--- config.mk ---
export PLATFORM = sky130hd
export DESIGN_NAME = fir_decimator
export DESIGN_NICKNAME = d
export VERILOG_FILES = /design/src/rtl/fir_pkg.sv /design/src/rtl/sync_fifo.sv /design/src/rtl/fir_decimator.sv
export SDC_FILE = /design/constraint.sdc
export NUM_CORES = 1
export LEC_CHECK = 0
export ABC_AREA = 1
export CAP_MARGIN = 20
export CELL_PAD_IN_SITES_DETAIL_PLACEMENT = 2
export CELL_PAD_IN_SITES_GLOBAL_PLACEMENT = 2
export CORE_MARGIN = 10
export CORE_UTILIZATION = 30
export DETAILED_ROUTE_END_ITERATION = 7
export PLACE_DENSITY_LB_ADDON = 0.15
export SYNTH_ARGS = -nofsm -noshare
export SYNTH_HDL_FRONTEND = slang
export SYNTH_SLANG_ARGS = --single-unit
--- constraint.sdc ---
create_clock -name clk -period 3.14 [get_ports clk]
set_input_delay 0.628 -clock clk [delete_from_list [all_inputs] [get_ports clk]]
set_output_delay 0.628 -clock clk [all_outputs]
set_load 0.05 [all_outputs]
--- src/rtl/fir_pkg.sv ---
// Shared definitions for the FIR chain: sample type, width helpers and the
// default decimation geometry, so the filter and the decimator agree on widths.
package fir_pkg;

  function automatic int clog2(input int value);
    int r;
    r = 0;
    for (int i = 0; i < 32; i++) begin
      if ((1 << r) < value) r++;
    end
    return r;
  endfunction

  localparam int FIR_DATA_WIDTH = 10;
  localparam int FIR_DECIM      = 4;
  localparam int FIR_LOG2D      = clog2(FIR_DECIM);

  typedef logic signed [FIR_DATA_WIDTH-1:0] sample_t;

endpackage

--- src/rtl/sync_fifo.sv ---
// Single-clock FIFO with wrap-bit pointers; a push into a full FIFO is
// accepted only when a pop frees the head slot in the same cycle.
module sync_fifo
  import fir_pkg::*;
#(
  parameter int WIDTH = 8,
  parameter int DEPTH = 4
) (
  input  logic                   clk,
  input  logic                   rst,
  input  logic                   push,
  input  logic                   pop,
  input  logic [WIDTH-1:0]       din,
  output logic [WIDTH-1:0]       dout,
  output logic                   full,
  output logic                   empty,
  output logic [clog2(DEPTH):0]  level
);

  localparam int AW = clog2(DEPTH);

  logic [AW:0]      wr_ptr, rd_ptr;
  logic [WIDTH-1:0] mem [DEPTH];
  logic             do_push, do_pop;

  assign level   = wr_ptr - rd_ptr;
  assign empty   = (wr_ptr == rd_ptr);
  assign full    = (level == (AW+1)'(DEPTH));
  assign do_pop  = pop && !empty;
  assign do_push = push && (!full || do_pop);

  // Empty FIFO presents zero so the head reads clean after reset.
  assign dout = empty ? '0 : mem[rd_ptr[AW-1:0]];

  always_ff @(posedge clk) begin
    if (rst) begin
      wr_ptr <= '0;
      rd_ptr <= '0;
    end else begin
      if (do_push) wr_ptr <= wr_ptr + (AW+1)'(1);
      if (do_pop)  rd_ptr <= rd_ptr + (AW+1)'(1);
    end
  end

  // NOTE: storage carries no reset; the pointers alone define which entries are live.
  always_ff @(posedge clk) begin
    if (do_push) mem[wr_ptr[AW-1:0]] <= din;
  end

endmodule

--- src/rtl/fir_decimator.sv ---
// Boxcar accumulate-and-dump decimator with rounding, buffered by a small
// FIFO on a valid/ready output; sticky overflow marks dropped results.
module fir_decimator
  import fir_pkg::*;
#(
  parameter int DATA_WIDTH = FIR_DATA_WIDTH,
  parameter int DECIM      = FIR_DECIM,
  parameter int DEPTH      = 4
) (
  input  logic                         clk,
  input  logic                         rst,
  input  logic                         in_valid,
  input  logic signed [DATA_WIDTH-1:0] in_data,
  input  logic                         clr,
  output logic                         out_valid,
  input  logic                         out_ready,
  output logic signed [DATA_WIDTH-1:0] out_data,
  output logic [clog2(DEPTH):0]        level,
  output logic                         overflow
);

  localparam int LOG2D = clog2(DECIM);
  localparam int AW    = DATA_WIDTH + LOG2D;
  localparam int PW    = (LOG2D > 0) ? LOG2D : 1;
  localparam logic [PW-1:0] LAST = PW'(DECIM - 1);

  logic [PW-1:0]                phase;
  logic signed [AW-1:0]         acc, sum, rounded;
  logic signed [DATA_WIDTH-1:0] result;
  logic                         dump, pop, full, empty;

  assign sum = acc + AW'(in_data);

  // Half-LSB bias before the arithmetic shift gives round-half-up.
  if (LOG2D == 0) begin : g_no_round
    assign rounded = sum;
  end else begin : g_round
    assign rounded = sum + AW'(1 << (LOG2D - 1));
  end

  assign result    = DATA_WIDTH'(rounded >>> LOG2D);
  assign dump      = in_valid && !clr && (phase == LAST);
  assign out_valid = !empty;
  assign pop       = out_valid && out_ready;

  always_ff @(posedge clk) begin
    if (rst || clr) begin
      phase    <= '0;
      acc      <= '0;
      overflow <= 1'b0;
    end else begin
      if (in_valid) begin
        if (phase == LAST) begin
          phase <= '0;
          acc   <= '0;
        end else begin
          phase <= phase + PW'(1);
          acc   <= sum;
        end
      end
      if (dump && full && !pop) overflow <= 1'b1;
    end
  end

  sync_fifo #(
    .WIDTH (DATA_WIDTH),
    .DEPTH (DEPTH)
  ) u_fifo (
    .clk   (clk),
    .rst   (rst),
    .push  (dump),
    .pop   (pop),
    .din   (result),
    .dout  (out_data),
    .full  (full),
    .empty (empty),
    .level (level)
  );

endmodule

* Word level (Yosys, flattened, before mapping)
Memories as Yosys holds them, arrays and structs flattened. A register that Yosys moved wholly into a read port is not among the register bits.
Index checks and enable logic that the tools add are counted.
** Storage, ports and cells
- Register bits :: 21
- Memory bits (writable) :: 40
- Bits of input ports :: 15
- Output and inout bits :: 15
- Logic and storage cells :: 35
- Memories kept :: 1
** Memories
- u_fifo.mem :: words 4, bits a word 10, rd ports 1, clocked after Yosys merged registers in 1, write ports 1, RTL line sync_fifo.sv:23 : logic [WIDTH-1:0] mem [DEPTH];
** Operators by class
- Add/sub/neg operators :: 6
- Eq/ne operators :: 3
- Multiplexer cells :: 7
- Reductions and logical operators :: 13
** Operators by type and width (number)
- $add A12 B10 Y12 :: 1
- $add A12 B3 Y12 const B :: 1
- $mux W12 :: 1
- $mux W10 :: 1
- $logic_and A1 B1 Y1 :: 7
- $add A3 B1 Y3 const B :: 2
- $mux W2 :: 3
- $logic_not A1 Y1 :: 4
- $eq A3 B3 Y1 :: 1
- $eq A3 B3 Y1 const B :: 1
- $sub A3 B3 Y3 :: 1
- $add A2 B1 Y2 const B :: 1
- $eq A2 B2 Y1 const B :: 1
- $logic_or A1 B1 Y1 :: 2
- $mux W1 :: 2

* Logic depth before layout (Yosys ltp)
Gate-level depths: netlist of the first run.
- Depth in word-level cells :: 8
- Gate-level depth with buffers :: 14

* By module
Synthesis of the first run repeated with hierarchy kept, for this count alone.
** Unflattened totals
- Cell total of the unflattened synthesis :: 435
- Area total of the unflattened synthesis :: 3572.2 um^2
** By module, submodules not included
- sync_fifo :: instances 1, cells an instance 192, area each 2078.2 um^2, sequential area each 1361.3 um^2
- fir_decimator :: instances 1, cells an instance 243, area each 1493.9 um^2, sequential area each 300.3 um^2

* Worst setup path after synthesis of the first run
No wires, ideal clock.
- Path kind :: register -> output
- Start point :: reg u_fifo.wr_ptr[0]
- End point :: out out_data[0]
- Arrival :: 2179 ps
- Slack :: 333 ps
- Stages on the path, launching flop included :: 6
- Buffers on the path :: 0
- Cell sequence :: dfxtp_1 -> inv_1 -> ha_1 -> nand4_2 -> clkinv_1 -> a21oi_1
** Between the ends
- Cells in the longest elaborated chain, start to end :: 2
** RTL lines
- start: declaration :: RTL line sync_fifo.sv:22 : logic [AW:0] wr_ptr, rd_ptr;
- start signal: assignment :: RTL line sync_fifo.sv:40 : if (do_push) wr_ptr <= wr_ptr + (AW+1)'(1);
- $eq A3 B3 Y1 :: RTL line sync_fifo.sv:27 : assign empty = (wr_ptr == rd_ptr);
- $mux W10 :: RTL line sync_fifo.sv:33 : assign dout = empty ? '0 : mem[rd_ptr[AW-1:0]];
- end: declaration :: RTL line fir_decimator.sv:17 : output logic signed [DATA_WIDTH-1:0] out_data,
Every way passes these cells.

* Worst setup path after layout of the first run
- Start point :: reg u_fifo.wr_ptr[0]
- End point :: out level[1]
** Between the ends
- Cells in the longest elaborated chain, start to end :: 1
** RTL lines
- $sub A3 B3 Y3 :: RTL line sync_fifo.sv:26 : assign level = wr_ptr - rd_ptr;
- end: declaration :: RTL line fir_decimator.sv:18 : output logic [clog2(DEPTH):0] level,
Every way passes these cells.

==> results of run 1 <==
==> layer usage <==
layer	routed length, um	GRT usage (%)	part of all wire, %	vias to the layer above
li1	-	-	-	1452
met1	4310	14.3	45	1390
met2	4770	21.4	50	29
met3	300	3.61	3.1	12
met4	150	4.32	1.6	0
met5	0	0	0	-
==> registers in the layout, indices dropped and copies added, names as in the netlist, named ones only <==
register and count:
u_fifo.wr_ptr 3, phase 2, overflow 1, u_fifo.rd_ptr 3
u_fifo.mem 40, acc 12
==> worst paths after layout <==
check	end	start	cells after the start
setup / recovery	level[1]	u_fifo.wr_ptr[0]$_SDFFE_PP0P_	5
hold / removal	phase[1]$_SDFFE_PP0P_	phase[1]$_SDFFE_PP0P_	2
setup reg to reg	u_fifo.mem[1][6]$_DFFE_PP_	acc[0]$_SDFFE_PP0P_	10
hold reg to reg	phase[1]$_SDFFE_PP0P_	phase[1]$_SDFFE_PP0P_	2
==> layout by cell type, fill, tap and decap left out, drive strengths merged, types with 7 or more instances in the layout <==
| cell type | synthesis | final |
|---|---|---|
| a21oi | 35 | 35 |
| dfxtp | 23 | 23 |
| ha | 20 | 20 |
| o21ai | 24 | 24 |
| nand3 | 24 | 24 |
| clkdlybuf4s50 | 0 | 18 |
| nor2 | 64 | 64 |
| inv | 53 | 53 |
| edfxtp | 40 | 40 |
| xor2 | 7 | 7 |
| buf | 1 | 19 |
| nand2 | 109 | 109 |
| clkbuf | 7 | 10 |
==> what timing repair did <==
item | CTS | global route
setup endpoints to repair | 1 | 0
hold buffers | 0 | 0
resized for setup | 1 | 0
==> critical path, stage by stage (launching register included) <==
cell,delay [ns]
dfxtp_1,0.38
inv_1,0.12
ha_1,0.21
fa_1,0.47
inv_1,0.08
clkdlybuf4s50_1,0.79
==> report_power, final <==
| part | total (mW) | switching, mW | internal, mW |
|---|---|---|---|
| Combinational | 0.520 | 0.359 | 0.161 |
| Clock | 0.962 | 0.359 | 0.602 |
| Sequential | 0.924 | 0.0108 | 0.913 |
==> kinds of logic after synthesis <==
logic type	Yosys count	synth area share, %
AOI/OAI and AO/OA	60	8.55
xor gates and xnor gates	9	2.44
adders and majority gates	22	8.20
buffers and inverters	63	6.68
DFF	63	46.9
and+or+nand+nor	205	27.2
==> final cells by class <==
type                            count  area, um2
Fill cell                        1297       7170
Clock buffer                       10        229
Clock inverter                      5       50.0
Inverter                           55        206
Timing Repair Buffer               38        332
Multi-Input combinational cell    296       1640
Tap cell                          143        179
Sequential cell                    63       1660
==> impl_results.md, run 1 <==
- Status: finished clean
- Worst Clk Skew: between 0.004 and 0.005 ns
- Initial antenna violation count: 0
- Tot GR Track Use: 12.4%
- TritonCTS clock tree: done
- Vias in the first global route: 3,145
- Die Wd: 129 um
- P&R area growth vs syn: 21.5%
- Max Slew Vio Count: 0
- Peak supply drop: 253 uV
- Leakage: 1.83 nW
- Placed inst area: 4020 um2
- Final core occ: 37.5%
- Htree depth: 3
- Max-cap viol count: 0
- Syn Inst Count: 422
- Share of cells above drive strength 1: between 10% and 20%
- Fmax: 0.332 GHz
- Setup TNS: 0 ns
- Yosys warns: 0
- Critical path launch point type: flop
- Initial Util: a little under a third
- Initial DRC count: 134
- Hpwl dp: 7370 um
- Rows: 39
- WL final: roughly 9500 um
- Final cell count without fillers: around 600
- Core Area: between 10,000 and 15,000 um2
- Drt drc: 0
- Commonest cells post-synth: 89 x nand2_1, 58 x nor2_1, 50 x inv_1
- Antenna-violating nets left: 0
- Slew headroom: 63.5%
- Vias post-DR: around 2.9k
- Setup WS post-layout: about 0.13 ns
- Nets: 500
- RSZ-0062 raised after global routing: false
- DIE AREA: 16,500 um2
- Largest cells by area after synthesis: edfxtp_1 34%, dfxtp_1 13%, nand2_1 9.4%
- Final cycle utilization of the critical path: 95.8%
- Register area share after synthesis: 46.9%
- Detailed-router iteration count before antenna repair: 4
- Synth unique cells: 28
- Placed insts: 595
- Setup violations, final: 0
- Power Dens Cells: 560 nW/um2
- Min Tclk post-route: 3.01 ns
- Die Y: 129 um
- Share of the synthesized area in the top cell type: 33.9%
- Final instance area: 4300 um2
- Clk slew on worst S/H paths: 0.05 ns
- CP Data Arrival Time: 2.38 ns
- Leading register cell type out of synthesis: edfxtp_1
- Final hold viol count: 0
- Clock Sinks: 63
- Global-route wire length before repair: between 15,000 and 20,000 um
- WHS: 0.467 ns
- Syn Area/Cell: ~8.4 um2
- Async set or reset register ratio after synthesis: 0%
- Type of the worst setup path: reg -> out
- Synth Register Bits: 63
- Overflow left after global routing: 0
- I/O pins: 30
- Top-count cell post-synth: nand2_1
- # port buffers: 29
- R2r setup slk: between 0.8 and 0.9 ns
- Mapped cell area: 3540 um2
- Post-synth EDFFs: 40
- Syn Nets: 459
- Worst hold-check path type: reg -> reg
- Avg WL per Cell: between 15 and 20 um
- Via density: 4.73
- Total power: 2.41 mW
- Skew-Pair Late Insertion Delay: 0.34 ns
- Root Buffer: clkbuf_16
- Worst path required time: 2.51 ns
- Pre-CTS setup slack: 0.0612 ns
- CP max FO: 4
- Worst-Margin Slew: between 0.5 and 0.6 ns
- CTS Buffer Depth: 2
- CP endpoint kind: output port
- Antenna fix cells: 0
- Largest net degree at the start of global routing: 21
- Setup bufs post-CTS: 0
- Post-synth top area cell: edfxtp_1
- TritonCTS Buffers: 9
- Placer Congestion: 0.776
Note: power is estimated with default switching activity, not from simulation.
==> run 2: changes to the inputs <==
--- a/config.mk
+++ b/config.mk
@@ -9,10 +9,12 @@
 export CAP_MARGIN = 20
 export CELL_PAD_IN_SITES_DETAIL_PLACEMENT = 2
 export CELL_PAD_IN_SITES_GLOBAL_PLACEMENT = 2
+export CORE_ASPECT_RATIO = 1.2
 export CORE_MARGIN = 10
 export CORE_UTILIZATION = 30
 export DETAILED_ROUTE_END_ITERATION = 7
-export PLACE_DENSITY_LB_ADDON = 0.15
+export PLACE_DENSITY = 0.68
 export SYNTH_ARGS = -nofsm -noshare
 export SYNTH_HDL_FRONTEND = slang
+export SYNTH_HIERARCHICAL = 1
 export SYNTH_SLANG_ARGS = --single-unit
==> impl_results.md, run 2 <==
- Status: finished clean
- # port buffers: 29
- Commonest non-fill, non-tap cell in the layout: nand2_1
- Skew-Pair Late Insertion Delay: between 0.3 and 0.4 ns
- Die Y: ~140 um
- I/O pins: 30
- CTS Buffer Depth: 2
- Overflow left after global routing: 0
- TritonCTS Buffers: 9
- Initial Util: between 30% and 40%
- DIE AREA: approximately 17,000 um2
- Post-synth top area cell: edfxtp_1
- RSZ-0062 raised after global routing: false
- Antenna fix cells: 0
- Commonest cells post-synth: 90 x nand2_1, 61 x nor2_1, 56 x inv_1
- Power Dens Cells: 481 nW/um2
- Hold buffer count at cts: 0
- Hpwl dp: 7850 um
- Syn Area/Cell: 8.21 um2
- Setup bufs post-CTS: 0
- Clk slew on worst S/H paths: about 0.050 ns
- Mapped cell area: 3570 um2
- Slew headroom: 33.6%
- Syn Inst Count: 435
- Synth Register Bits: 63
- Final cell count without fillers: 639
- Top-count cell post-synth: nand2_1
- Fmax: 0.336 GHz
- Antenna-violating nets left: 0
- Vias post-DR: a little over 3k
- Routed met3 length: 228 um
- Min Tclk post-route: 2.97 ns
- Final hold viol count: 0
- Resize count post-CTS: 0
- Max reg flops: 40
- Placer Congestion: 0.779
- Via density: about 4.7
- Share of cells above drive strength 1: 13.7%
- Share of the synthesized area in the top cell type: roughly a third
- Global-route wire length before repair: 17,200 um
- Placed insts: 622
- Slowest CP cell: clkdlybuf4s50_1
- Vias in the first global route: 3,386
- CP Data Arrival Time: about 2.4 ns
- TritonCTS clock tree: done
- Worst Clk Skew: 0.00858 ns
- Leading register cell type out of synthesis: edfxtp_1
- Uppermost layer routed: met4
- Final core occ: 37.6%
- Final cycle utilization of the critical path: 94.7%
- P&R area growth vs syn: 22.2%
- Initial DRC count: 62
- Peak supply drop: 200 uV
- Drt drc: 0
- Setup TNS: 0 ns
- Core Area: 11,600 um2
- Setup violations, final: 0
- Max-cap viol count: 0
- Clock Sinks: 63
- Leakage: 1.91 nW
- Worst path max stage delay: 0.80 ns
- Total power: ~2.1 mW
- Worst hold-check path type: reg -> reg
- Critical path launch point type: flop
- Register area share after synthesis: 46.5%
- Nets: between 500 and 600
- Largest cells by area after synthesis: edfxtp_1 34%, dfxtp_1 13%, nand2_1 9.5%
- Met2 wire len: between 5000 and 6000 um
- Type of the worst setup path: reg -> out
- Initial antenna violation count: 0
- WL final: a little over 10,000 um
- Syn Nets: 472
- Tot GR Track Use: between 10% and 20%
- Critical path's most frequent cell: inv_1
- Detailed-router iteration count before antenna repair: 4
- Largest net degree at the start of global routing: 21
- CP endpoint kind: output port
- Worst path required time: 2.51 ns
- Root Buffer: clkbuf_16
- Yosys warns: 6
- Post-synth EDFFs: 40
- Rows: 43
- Commonest non-fill, non-tap cells in the layout: 90 x nand2_1, 61 x nor2_1, 56 x inv_1, 40 x edfxtp_1, 37 x a21oi_1
- CP max FO: 5
- Crit path cell chain: inv_1 -> ha_1 -> nand2_1 -> inv_1 -> nand3_2 -> inv_1 -> inv_1 -> clkdlybuf4s50_1
- Die Wd: around 120 um
- Htree depth: 3
- Async set or reset register ratio after synthesis: 0%
- Max Slew Vio Count: 0
- Worst-Margin Slew: a little under 1 ns
- Avg WL per Cell: 16.1 um
- Synth unique cells: 30
- Wire length on met1: about 4200 um
[run 2: cell count changes in the layout (fill, tap and decap cells not counted), sizes merged, moves of 2 or more]
cell   before  now
nand2     109  111
inv        53   59
xnor2       2    4
a21oi      35   37
buf        19   22
nand3      24   26
xor2        7    5
[run 2: cells by family after synthesis]
logic type	synth area share, %
and+or+nand+nor	27.0
adders and majority gates	8.13
buffers and inverters	7.36
xor gates and xnor gates	2.21
AOI/OAI and AO/OA	8.79
DFF	46.5
[run 2: where the power goes]
part / switching [mW] / internal (mW)
Combinational: 0.153 / 0.0808
Clock: 0.345 / 0.606
Sequential: 0.00481 / 0.908
Total: 0.503 / 1.59
[run 2: path summary, 6_finish.rpt]
check | startpoint | endpoint | cells after the start | slack (ns)
min reg2reg | phase[1]$_SDFFE_PP0P_ | phase[1]$_SDFFE_PP0P_ | 2 | 0.47
min | phase[1]$_SDFFE_PP0P_ | phase[1]$_SDFFE_PP0P_ | 2 | 0.47
max reg2reg | u_fifo/wr_ptr[0]$_SDFFE_PP0P_ | u_fifo/mem[1][6]$_DFFE_PP_ | 13 | 0.36
max | u_fifo/wr_ptr[0]$_SDFFE_PP0P_ | out_valid | 8 | 0.17
[run 2: per-stage QoR]
stage	hold WS (ns)	setup WS [ns]	area [um2]
detailed placement	0.461	-0.0337	4070
finish	0.468	0.167	4360
global route	0.505	0.0413	4360
CTS	0.470	0.0705	4350
global placement	0.458	0.145	4070
floorplan	0.445	0.337	3570
[run 2: critical path: cells and delay by family, from the launching register on]
kind | cells | cell delay, ns
buf+inv | 5 | 1.10
flops | 1 | 0.40
fa+ha+maj | 1 | 0.34
simple gates | 2 | 0.16
[run 2: final cells by class]
type	count	area (um2)
fill	1354	7260
sequential	63	1660
multi-input combinational	303	1650
timing repair buffer	40	352
clock buffer	11	233
inverter	60	225
tap	157	196
clock inverter	5	48.8
[run 2: per-layer routing]
metal / track usage (%) / vias to the layer above
met5: 0 / -
met4: 4.01 / 0
met3: 2.14 / 10
met2: 24.9 / 27
met1: 13.5 / 1492
li1: - / 1490
==> run 3: changes to the inputs <==
--- a/config.mk
+++ b/config.mk
@@ -11,9 +11,9 @@
 export CELL_PAD_IN_SITES_GLOBAL_PLACEMENT = 2
 export CORE_ASPECT_RATIO = 1.2
 export CORE_MARGIN = 10
-export CORE_UTILIZATION = 30
+export CORE_UTILIZATION = 35
 export DETAILED_ROUTE_END_ITERATION = 7
-export PLACE_DENSITY = 0.68
+export PLACE_DENSITY = 0.78
 export SYNTH_ARGS = -nofsm -noshare
 export SYNTH_HDL_FRONTEND = slang
 export SYNTH_HIERARCHICAL = 1
==> impl_results.md, run 3 (same netlist as run 2, synthesis figures left out) <==
- Status: finished clean
- CP max FO: 5
- TritonCTS clock tree: done
- Max-cap viol count: 0
- TritonCTS Buffers: 9
- Leakage: 1.91 nW
- Drt drc: 0
- Power Dens Cells: 472 nW/um2
- Slowest CP cell: clkdlybuf4s50_1
- Pre-CTS setup slack: -0.0807 ns
- Antenna-violating nets left: 0
- Final hold viol count: 0
- Fmax: 0.334 GHz
- Final core occ: 43.1%
- Vias in the first global route: 3,496
- Detailed-router iteration count before antenna repair: 4
- Die Wd: 112 um
- Commonest non-fill, non-tap cell in the layout: nand2_1
- Antenna fix cells: 0
- Hold buffer count at cts: 0
- Peak supply drop: 265 uV
- Worst Clk Skew: 0.00780 ns
- Type of the worst setup path: reg -> out
- Overflow left after global routing: 0
- Avg WL per Cell: 17.5 um
- Tot GR Track Use: 15.2%
- Critical path launch point type: flop
- Initial DRC count: 97
- Setup violations, final: 0
- Total power: about 2.0 mW
- Clk slew on worst S/H paths: 0.06 ns
- CTS Buffer Depth: 2
- Setup TNS: 0 ns
- I/O pins: 30
- Clock Sinks: 63
- Crit path cell chain: inv_1 -> ha_1 -> nand2_1 -> inv_1 -> nand3_2 -> inv_1 -> inv_1 -> clkdlybuf4s50_1
- Max reg flops: 40
- Cell family with most CP delay: buffers and inverters
- Critical path's most frequent cell: inv_1
- Worst path required time: 2.51 ns
- Skew-Pair Late Insertion Delay: 0.33 ns
- Vias post-DR: just over 3k
- Nets: 516
- Hpwl dp: 8200 um
- Largest net degree at the start of global routing: 21
- Via density: 4.99
- DIE AREA: 14,700 um2
- Worst hold-check path type: reg -> reg
- Rows: 40
- CP Data Arrival Time: about 2.4 ns
- Initial Util: 35.7%
- Setup WS post-layout: 0.149 ns
- Htree depth: 3
- Root Buffer: clkbuf_16
- Commonest non-fill, non-tap cells in the layout: 90 x nand2_1, 61 x nor2_1, 56 x inv_1, 40 x edfxtp_1, 37 x a21oi_1
- Worst path max stage delay: roughly 0.8 ns
- Worst-Margin Slew: 1.00 ns
- Max Slew Vio Count: 0
- P&R area growth vs syn: 20.7%
- # port buffers: 29
- Min Tclk post-route: about 3 ns
- Die Y: approximately 130 um
- Core Area: 10,000 um2
- Initial antenna violation count: 0
- Final cycle utilization of the critical path: 95.3%
- Global-route wire length before repair: 17,700 um
- Slew headroom: between 30% and 40%
- WHS: 0.469 ns
- Share of cells above drive strength 1: roughly 14%
- WL final: between 10,000 and 15,000 um
- Placer Congestion: slightly below 0.8
- CP endpoint kind: output port
- Buffers and inverters on the worst path: 5
- RSZ-0062 raised after global routing: false
-- run 3: path summary, 6_finish.rpt --
check                                     start                          to  depth (start not counted)  slack, ns
hold / removal              acc[7]$_SDFFE_PP0P_         acc[7]$_SDFFE_PP0P_                          2       0.47
setup reg to reg  u_fifo/wr_ptr[0]$_SDFFE_PP0P_  u_fifo/mem[1][3]$_DFFE_PP_                         13       0.31
hold reg to reg             acc[7]$_SDFFE_PP0P_         acc[7]$_SDFFE_PP0P_                          2       0.47
setup / recovery  u_fifo/wr_ptr[0]$_SDFFE_PP0P_                   out_valid                          8       0.15
-- run 3: repair_timing --
action	CTS	global route
gates resized for setup	0	1
setup endpoints to repair	0	1
buffers inserted	0	0
-- run 3: metrics by stage --
| stage | area (um2) | cells |
|---|---|---|
| floorplan | 3570 | 435 |
| global placement | 4050 | 593 |
| detailed placement | 4050 | 593 |
| CTS | 4300 | 609 |
| global route | 4310 | 610 |
| finish | 4310 | 610 |
-- run 3: area by class of cell --
class	instances	area, um2
multi-input cells	303	1650
inverters	60	225
clock inverters	5	25.0
repair buffers	42	363
clock buffers	11	233
fillers	1145	5700
flip-flops and latches	63	1660
well taps	126	158
-- run 3: worst register-to-register path: stages, from the launching register on --
cell	delay [ns]
dfxtp_1	0.40
inv_1	0.11
ha_1	0.35
nand2_1	0.09
inv_1	0.05
nand3_2	0.08
inv_1	0.08
inv_1	0.08
nand2_1	0.08
inv_1	0.10
nand2_4	0.10
nand3_4	0.07
nand2_1	0.09
nor2_1	0.77
-- run 3: power breakdown --
group / switching, mW / total (mW) / internal [mW]
combinational: 0.158 / 0.243 / 0.0846
clock: 0.356 / 0.881 / 0.526
sequential: 0.00449 / 0.912 / 0.907
total: 0.518 / 2.04 / 1.52
-- run 3: metal layers --
layer | track usage (%) | up-vias | wire length, um
met5 | 0 | - | 0
met4 | 4.19 | 0 | 140
li1 | - | 1497 | -
met1 | 16.2 | 1505 | 4380
met2 | 29.4 | 27 | 5870
met3 | 3.28 | 12 | 251
